**src/rtl/nat1_mem_tester.sv**
```systemverilog
// Built-in self-test master for a single-port 1-cycle-latency memory: fills it with a
// pattern, reads it back, compares each word and reports pass/fail with error details.
module nat1_mem_tester #(
  parameter int ADDR_W = 10,
  parameter int DATA_W = 8
) (
  input  logic              clk,
  input  logic              reset_n,
  input  logic              start,
  input  logic              abort,
  input  logic [1:0]        pattern_sel,
  input  logic [7:0]        seed,
  output logic              busy,
  output logic              done,
  output logic              pass,
  output logic [10:0]       err_count,
  output logic [ADDR_W-1:0] first_err_addr,
  output logic [ADDR_W-1:0] m_address,
  output logic              m_chipselect,
  output logic              m_write,
  output logic [DATA_W-1:0] m_writedata,
  output logic              m_clken,
  input  logic [DATA_W-1:0] m_readdata
);

  // state   | meaning
  // S_IDLE  | bus quiet; start latches config, then one launch cycle before FILL
  // S_FILL  | write pattern(addr) to every word
  // S_VERIFY| read every word, compare previous cycle's read data
  // S_DRAIN | compare the final word, bus quiet
  // S_DONE  | one-cycle done pulse, pass valid
  typedef enum logic [2:0] {S_IDLE, S_FILL, S_VERIFY, S_DRAIN, S_DONE} state_t;

  localparam logic [ADDR_W-1:0] LAST_ADDR = '1;
  localparam logic [10:0]       ERR_MAX   = '1;

  state_t              state_q;
  logic                launch_q;
  logic [1:0]          sel_q;
  logic [7:0]          seed_q;
  logic [ADDR_W-1:0]   addr_q;
  logic [7:0]          lfsr_q;
  logic [DATA_W-1:0]   pat_q;
  logic                cs_q, wr_q, busy_q, done_q, pass_q;
  logic [DATA_W-1:0]   wd_q;
  logic [10:0]         err_q;
  logic [ADDR_W-1:0]   fea_q;
  logic                chk_v_q;
  logic [DATA_W-1:0]   chk_exp_q;
  logic [ADDR_W-1:0]   chk_addr_q;

  logic [ADDR_W-1:0]   addr_d;
  logic [7:0]          lfsr_d;
  logic [7:0]          seed_eff;
  logic [DATA_W-1:0]   pat_d;
  logic [DATA_W-1:0]   pat_first;
  logic                mismatch;
  logic [10:0]         err_d;
  logic                active;

  function automatic logic [DATA_W-1:0] pattern_f(input logic [1:0] sel, input logic [7:0] sd,
                                                  input logic [7:0] a8, input logic [7:0] l);
    case (sel)
      2'd0:    return a8;
      2'd1:    return ~a8;
      2'd2:    return sd;
      default: return l;
    endcase
  endfunction

  assign addr_d    = addr_q + ADDR_W'(1);
  assign lfsr_d    = {lfsr_q[6:0], lfsr_q[7] ^ lfsr_q[5] ^ lfsr_q[4] ^ lfsr_q[3]};
  assign seed_eff  = (seed_q == 8'h00) ? 8'h01 : seed_q;
  assign pat_d     = pattern_f(sel_q, seed_q, addr_d[7:0], lfsr_d);
  assign pat_first = pattern_f(sel_q, seed_q, 8'h00, seed_eff);
  assign active    = (state_q == S_FILL) || (state_q == S_VERIFY) || (state_q == S_DRAIN);
  assign mismatch  = chk_v_q && (m_readdata != chk_exp_q) &&
                     ((state_q == S_VERIFY) || (state_q == S_DRAIN));
  assign err_d     = (mismatch && (err_q != ERR_MAX)) ? err_q + 11'd1 : err_q;

  always_ff @(posedge clk or negedge reset_n) begin
    if (!reset_n) begin
      state_q    <= S_IDLE;
      launch_q   <= 1'b0;
      sel_q      <= 2'd0;
      seed_q     <= 8'h00;
      addr_q     <= '0;
      lfsr_q     <= 8'h00;
      pat_q      <= '0;
      cs_q       <= 1'b0;
      wr_q       <= 1'b0;
      wd_q       <= '0;
      busy_q     <= 1'b0;
      done_q     <= 1'b0;
      pass_q     <= 1'b0;
      err_q      <= '0;
      fea_q      <= '0;
      chk_v_q    <= 1'b0;
      chk_exp_q  <= '0;
      chk_addr_q <= '0;
    end else begin
      done_q <= 1'b0;
      if (active && abort) begin
        // abort wins over any phase transition; error results stay partial
        state_q <= S_IDLE;
        addr_q  <= '0;
        cs_q    <= 1'b0;
        wr_q    <= 1'b0;
        wd_q    <= '0;
        busy_q  <= 1'b0;
        pass_q  <= 1'b0;
        chk_v_q <= 1'b0;
      end else begin
        case (state_q)
          S_IDLE: begin
            if (launch_q) begin
              launch_q <= 1'b0;
              state_q  <= S_FILL;
              addr_q   <= '0;
              lfsr_q   <= seed_eff;
              pat_q    <= pat_first;
              cs_q     <= 1'b1;
              wr_q     <= 1'b1;
              wd_q     <= pat_first;
              busy_q   <= 1'b1;
            end else if (start) begin
              sel_q    <= pattern_sel;
              seed_q   <= seed;
              err_q    <= '0;
              fea_q    <= '0;
              pass_q   <= 1'b0;
              launch_q <= 1'b1;
            end
          end
          S_FILL: begin
            if (addr_q == LAST_ADDR) begin
              state_q <= S_VERIFY;
              addr_q  <= '0;
              lfsr_q  <= seed_eff;
              pat_q   <= pat_first;
              wr_q    <= 1'b0;
              wd_q    <= '0;
              chk_v_q <= 1'b0;
            end else begin
              addr_q <= addr_d;
              lfsr_q <= lfsr_d;
              pat_q  <= pat_d;
              wd_q   <= pat_d;
            end
          end
          S_VERIFY: begin
            err_q <= err_d;
            if (mismatch && (err_q == '0)) fea_q <= chk_addr_q;
            chk_v_q    <= 1'b1;
            chk_exp_q  <= pat_q;
            chk_addr_q <= addr_q;
            if (addr_q == LAST_ADDR) begin
              state_q <= S_DRAIN;
              addr_q  <= '0;
              cs_q    <= 1'b0;
            end else begin
              addr_q <= addr_d;
              lfsr_q <= lfsr_d;
              pat_q  <= pat_d;
            end
          end
          S_DRAIN: begin
            err_q <= err_d;
            if (mismatch && (err_q == '0)) fea_q <= chk_addr_q;
            pass_q  <= (err_d == '0);
            done_q  <= 1'b1;
            busy_q  <= 1'b0;
            chk_v_q <= 1'b0;
            state_q <= S_DONE;
          end
          S_DONE: begin
            state_q <= S_IDLE;
          end
          default: begin
            state_q <= S_IDLE;
          end
        endcase
      end
    end
  end

  assign busy           = busy_q;
  assign done           = done_q;
  assign pass           = pass_q;
  assign err_count      = err_q;
  assign first_err_addr = fea_q;
  assign m_address      = addr_q;
  assign m_chipselect   = cs_q;
  assign m_write        = wr_q;
  assign m_writedata    = wd_q;
  assign m_clken        = busy_q;

endmodule

```
**config.mk**
```make
export PLATFORM = sky130hd
export DESIGN_NAME = nat1_mem_tester
export DESIGN_NICKNAME = d
export VERILOG_FILES = /design/src/rtl/nat1_mem_tester.sv
export SDC_FILE = /design/constraint.sdc
export NUM_CORES = 1
export LEC_CHECK = 0
export ABC_CLOCK_PERIOD_IN_PS = 2960
export BUFFER_PORTS_ARGS = -buffer_cell sky130_fd_sc_hd__buf_4
export CAP_MARGIN = 20
export CORE_MARGIN = 4
export CORE_UTILIZATION = 55
export CTS_BUF_LIST = sky130_fd_sc_hd__clkbuf_16
export DETAILED_ROUTE_END_ITERATION = 10
export MAX_ROUTING_LAYER = met4
export PLACE_DENSITY = 0.88
export SETUP_SLACK_MARGIN = 0.5
export SKIP_LAST_GASP = 1
export SLEW_MARGIN = 40
export SYNTH_ARGS = -nofsm -noshare
export SYNTH_HDL_FRONTEND = slang
export SYNTH_SLANG_ARGS = --single-unit
```
**constraint.sdc**
```tcl
create_clock -name clk -period 2.96 [get_ports clk]
set_input_delay 0.444 -clock clk [delete_from_list [all_inputs] [get_ports clk]]
set_output_delay 0.444 -clock clk [all_outputs]
set_load 0.01 [all_outputs]
```
==> impl_metrics.json, run 1 <==
{
  "status": "finished clean",
  "yosys_warnings": 0,
  "max_stage_delay_ns": 0.47,
  "cts_tree": "done",
  "hold_violations": 0,
  "grt.overflow.total": 0,
  "hold_class": "in -> async",
  "async_flop_share": 1.00,
  "crit_required_ns": 3.20,
  "first_pass_iters": 5,
  "syn-instance-count": 506,
  "clockRootBuffer": "clkbuf_16",
  "gp_congestion": 0.927,
  "final_antenna_net_count": 0,
  "dr_total_vias": 4042,
  "p_comb_frac": 0.382,
  "io_buffers": 66,
  "synth-main-ff-cell": "dfrtp_1",
  "p_int_uw": 3160,
  "irDropWorstVdd_mv": 0.676,
  "grt_pass1_vias": 3979,
  "wl_per_cell_um": 17.1,
  "synth_fp_nets": 531,
  "timing.final.ws_setup_ns": 0.640,
  "p_leak_uw": 0.00267,
  "areaGrowthSynthToFinish_pct": 18.7,
  "cp_slowest_cell": "dfrtp_1",
  "clk_latency_ns": 0.35,
  "setup_violations": 0,
  "hold_slack_ns": 0.0806,
  "routed_via_density": 5.95,
  "avgSynthCellArea_sq_um": 9.90,
  "clock_skew_ns": 0.00817,
  "clock-sinks": 93,
  "routed_wl_um": 11600,
  "worst_setup_path_start_kind": "flop",
  "switching_share": 0.374,
  "p_per_area_nw_per_um2": 850,
  "placed_area_sq_um": 5610,
  "drv_cap": 0,
  "netlist_area_sq_um": 5010,
  "cts_max_level": 3,
  "drc": 0,
  "cts_max_path_buffers": 2,
  "rsz0062_at_grt": "yes",
  "synthDistinctLibCells": 62,
  "final_cell_area_sq_um": 5950,
  "cts_buffers": 9,
  "slew_violations": 0,
  "cp_data_arrival_time_ns": 2.56,
  "core_area_sq_um": 8810,
  "n_antenna_cell": 0,
  "grt_pass1_wl_um": 19200,
  "crit_chain": "ha_1 > nand3_2 > or3_4 > a311o_1 > a2bb2o_4 > o41ai_2",
  "clockPowerShare": 0.241,
  "track_usage": 0.235,
  "num-nets-final": 591,
  "antenna_found_initial": 0,
  "timing.critical_path.to_type": "flop",
  "ys_ff_latch": 93,
  "crit_fanout": 10,
  "start_util": 0.569,
  "std_cell_rows": 34,
  "dieHeight_um": 103,
  "hpwl_um": 8350,
  "drt_iter0_drc": 264,
  "cts_setup_buffers": 0,
  "die_area_sq_um": 10700,
  "fmaxAchievable_mhz": 431,
  "clk_pin_slew_ns": 0.07,
  "worstMarginPinSlew_ns": 0.728,
  "synth_edf_count": 0,
  "timing.final.crit_share": 0.784,
  "maxSlewHeadroom": 0.514,
  "die-width_um": 103,
  "grt_max_degree": 53,
  "p_sw_uw": 1890,
  "ys_seq_area_frac": 0.465,
  "io_pins": 67,
  "critical_path_class": "reg -> reg",
  "layout-drive-gt1-share": 0.268,
  "pre_cts_slack_ns": 0.494,
  "fin_setup_tns_ns": 0,
  "seqPwrFrac": 0.377,
  "period_needed_ns": 2.32
}
[synthesized netlist by cell type, drive strengths merged, types with 4 or more instances]
| cell | n | area share |
|---|---|---|
| and4 | 4 | 0.0080 |
| xnor2 | 21 | 0.037 |
| and3 | 5 | 0.0062 |
| o31ai | 9 | 0.013 |
| xor2 | 4 | 0.0070 |
| buf | 8 | 0.011 |
| nor4 | 6 | 0.0075 |
| nand4 | 5 | 0.0062 |
| nor3 | 9 | 0.010 |
| dfrtp | 93 | 0.46 |
| mux2i | 15 | 0.030 |
| clkbuf | 22 | 0.016 |
| a21oi | 23 | 0.023 |
| a31oi | 7 | 0.0087 |
| nand3 | 20 | 0.020 |
| nor2b | 4 | 0.0050 |
| nand2 | 47 | 0.036 |
| inv | 22 | 0.016 |
| o221ai | 8 | 0.014 |
| o21ai | 55 | 0.055 |
| and2 | 4 | 0.0052 |
| mux2 | 40 | 0.090 |
| nor2 | 27 | 0.021 |
| o21a | 7 | 0.010 |
| a211oi | 4 | 0.0060 |
[metrics by stage]
stage | utilization | power, uW | cells
detailed placement | 0.637 | 3810 | 663
global route | 0.675 | 5360 | 679
global placement | 0.637 | 3740 | 663
floorplan | - | 3200 | 506
finish | 0.675 | 5050 | 679
CTS | 0.674 | 5060 | 679
[routing by layer]
metal,routed length [um],GRT usage,up-vias
met1,5300,0.299,1963
li1,-,-,1936
met4,184,0.0727,0
met5,0,-,-
met3,526,0.0423,20
met2,5590,0.384,123
[power by group through the flow]
stage	clock (uW)	combinational, uW	sequential [uW]
2_1_floorplan	0	1380	1810
3_3_place_gp	0	1840	1900
3_5_place_dp	0	1900	1910
4_1_cts	1240	1930	1890
5_1_grt	1290	2130	1940
6_report	1220	1930	1900
[sequential cells by signal, indices dropped and copies added, names as in the netlist, 10 cells and up]
register,cells
chk_addr_q,10
err_count,11
first_err_addr,10
m_address,10
[critical path: cells and delay by family (launching register included)]
family          cells  cell delay [ns]
compound gates      3             0.85
flops               1             0.47
simple gates        2             0.60
fa+ha+maj           1             0.29
[cell usage in the layout (no fill, tap or decap), types with 8 or more instances in the layout]
cell type,instances
a21oi_1,23
buf_4,79
clkbuf_16,9
dfrtp_1,92
inv_1,21
mux2_2,40
mux2i_1,15
nand2_1,46
nand3_1,19
nor2_1,25
nor3_1,8
o21ai_0,54
o221ai_1,8
o31ai_1,9
xnor2_1,21
[area by class of cell]
| class | count | area (sq um) |
|---|---|---|
| Clock buffer | 9 | 225 |
| Clock inverter | 7 | 92.6 |
| Fill cell | 713 | 2860 |
| Inverter | 22 | 82.6 |
| Multi-Input combinational cell | 360 | 2470 |
| Sequential cell | 93 | 2330 |
| Tap cell | 108 | 135 |
| Timing Repair Buffer | 80 | 613 |
[cells by family after synthesis]
group	count (synthesis)	synth area share
buffers and inverters	53	0.0460
multiplexers	55	0.120
AND/OR/NAND/NOR	138	0.134
AO/OA/AOI/OAI	137	0.175
XOR/XNOR	27	0.0527
adder cells (fa/ha/maj)	3	0.00750
flip-flops	93	0.465
[what timing repair did]
item | in CTS | in global routing
setup endpoints to repair | 1 | 16
hold buffers | 0 | 0
pin swaps | 0 | 0
gates resized for setup | 1 | 5
[final timing paths]
path,startpoint,end,slack [ns],depth (start not counted)
worst max-delay path,err_count[0],pass,0.64,6
worst min-delay path,reset_n,err_count[3],0.08,1
worst max register to register,err_count[0],pass,0.64,6
worst min register to register,pat_q[0],pat_q[0],0.48,1
max in group asynchronous,reset_n,m_address[0],2.21,2
min in group clk,start,err_count[10],0.32,2
(Power assumes the default switching activity.)
==> inputs of run 2 (changes only) <==
--- a/config.mk
+++ b/config.mk
@@ -5,7 +5,7 @@
 export SDC_FILE = /design/constraint.sdc
 export NUM_CORES = 1
 export LEC_CHECK = 0
-export ABC_CLOCK_PERIOD_IN_PS = 2960
+export ABC_CLOCK_PERIOD_IN_PS = 2300
 export BUFFER_PORTS_ARGS = -buffer_cell sky130_fd_sc_hd__buf_4
 export CAP_MARGIN = 20
 export CORE_MARGIN = 4
==> constraint.sdc (replaced) <==
create_clock -name clk -period 2.3 [get_ports clk]
set_input_delay 0.345 -clock clk [delete_from_list [all_inputs] [get_ports clk]]
set_output_delay 0.345 -clock clk [all_outputs]
set_load 0.01 [all_outputs]
==> impl_metrics.json, run 2 (same netlist as run 1, synthesis figures left out) <==
{
  "status": "finished clean",
  "setup_violations": 0,
  "cts_buffers": 9,
  "cts_max_level": 3,
  "layout-drive-gt1-share": 0.478,
  "n_antenna_cell": 0,
  "timing.final.crit_share": 0.920,
  "cts_max_path_buffers": 2,
  "power_uw": 8300,
  "dr_total_vias": 5014,
  "hpwl_um": 9400,
  "clock-sinks": 93,
  "num-nets-final": 670,
  "wl_per_cell_um": 23.5,
  "p_leak_uw": 0.00329,
  "clock_skew_ns": 0.0161,
  "hold_class": "in -> reg",
  "io_pins": 67,
  "routed_wl_um": 17800,
  "io_buffers": 66,
  "crit_required_ns": 2.56,
  "slew_violations": 0,
  "drc": 0,
  "path_buf_inv": 5,
  "gp_congestion": 0.956,
  "antenna_found_initial": 0,
  "routed_via_density": 6.61,
  "largest_register_ffs": 11,
  "crit_chain": "ha_4 > nand3_4 > buf_6 > nor3_4 > buf_4 > o31ai_2 > a22oi_2 > buf_6 > buf_12 > buf_16 > a21o_1",
  "crit_fanout": 7,
  "period_needed_ns": 2.12,
  "cp_slowest_cell": "dfrtp_1",
  "grt_max_degree": 45,
  "path_delay_family": "buffers and inverters",
  "grt.overflow.total": 0,
  "timing.final.ws_setup_ns": 0.183,
  "clk_latency_ns": 0.36,
  "pre_cts_slack_ns": 0.0855,
  "worst_setup_path_start_kind": "flop",
  "max_stage_delay_ns": 0.43,
  "timing.critical_path.to_type": "flop",
  "drt_iter0_drc": 482,
  "irDropWorstVdd_mv": 0.889,
  "clockRootBuffer": "clkbuf_16",
  "drv_cap": 0,
  "p_per_area_nw_per_um2": 1140,
  "clk_pin_slew_ns": 0.08,
  "hold_violations": 0,
  "core_area_sq_um": 8810,
  "final_antenna_net_count": 0,
  "final_common_cell": "buf_4",
  "dieHeight_um": 103,
  "die-width_um": 103,
  "grt_pass1_wl_um": 25900,
  "start_util": 0.569,
  "die_area_sq_um": 10700,
  "std_cell_rows": 34,
  "first_pass_iters": 7,
  "track_usage": 0.327,
  "rsz0062_at_grt": "yes",
  "grt_pass1_vias": 4811,
  "maxSlewHeadroom": 0.585,
  "fmaxAchievable_mhz": 472,
  "critical_path_class": "reg -> reg",
  "most-common-layout-cells": "127 x buf_4, 85 x dfrtp_1, 38 x nand2_1, 38 x mux2_2, 30 x o21ai_0",
  "cts_tree": "done",
  "worstMarginPinSlew_ns": 0.623,
  "path_common_cell": "buf_6",
  "fin_setup_tns_ns": 0,
  "areaGrowthSynthToFinish_pct": 45.1,
  "cp_data_arrival_time_ns": 2.38
}
run 2: changes by cell type in the layout (fill, tap and decap cells not counted), sizes merged:
cell	previous run	this run
buf	80	157
bufinv	1	2
clkinv	3	2
dlygate4sd3	0	1
o211a	2	3
run 2: worst reg2reg max path, cell delays in order (launching register included):
cell and delay [ns]:
dfrtp_1 0.43, ha_4 0.21, nand3_4 0.11, buf_6 0.12, nor3_4 0.04, buf_4 0.14
o31ai_2 0.27, a22oi_2 0.12, buf_6 0.17, buf_12 0.13, buf_16 0.13, a21o_1 0.15
run 2: where the power goes:
part	switching (uW)	internal, uW
Combinational	2140	1970
Clock	732	981
Sequential	472	2010
run 2: area by class of cell:
type,count,area (sq um)
clock inverters,7,114
repair buffers,158,1360
multi-input cells,361,3020
well taps,108,135
fillers,441,1540
flip-flops and latches,93,2340
clock buffers,9,225
inverters,22,85.1
run 2: path summary, 6_finish.rpt:
check	startpoint	endpoint	slack, ns	cells after the start
max	m_address[1]	pat_q[0]	0.18	11
min	seed[2]	seed_q[2]	0.21	2
max reg2reg	m_address[1]	pat_q[0]	0.18	11
min reg2reg	chk_addr_q[8]	first_err_addr[8]	0.50	2
max in group asynchronous	reset_n	state_q[2]	1.15	3
min in group asynchronous	reset_n	first_err_addr[8]	0.42	2
run 2: timing repair:
item | CTS | global route
cloned | 5 | 0
pin swaps | 28 | 25
gates resized for setup | 93 | 64
setup buffers | 33 | 13
endpoints found under the setup margin | 51 | 77
hold buffers | 1 | 0
endpoints found under the hold margin | 17 | 0
run 2: per-layer routing:
layer | global-route usage | vias up | routed length [um]
li1 | - | 2115 | -
met1 | 0.402 | 2430 | 6400
met3 | 0.0516 | 106 | 1580
met2 | 0.536 | 363 | 8680
met5 | - | - | 0
met4 | 0.137 | 0 | 1160
run 2: through the flow:
stage / hold WS [ns] / cell area, sq um / cells / util
floorplan: 0.0494 / 5130 / 506 / -
global placement: 0.242 / 5890 / 690 / 0.669
detailed placement: 0.244 / 5900 / 690 / 0.670
CTS: 0.209 / 6890 / 745 / 0.783
global route: 0.214 / 7270 / 758 / 0.826
finish: 0.215 / 7270 / 758 / 0.826
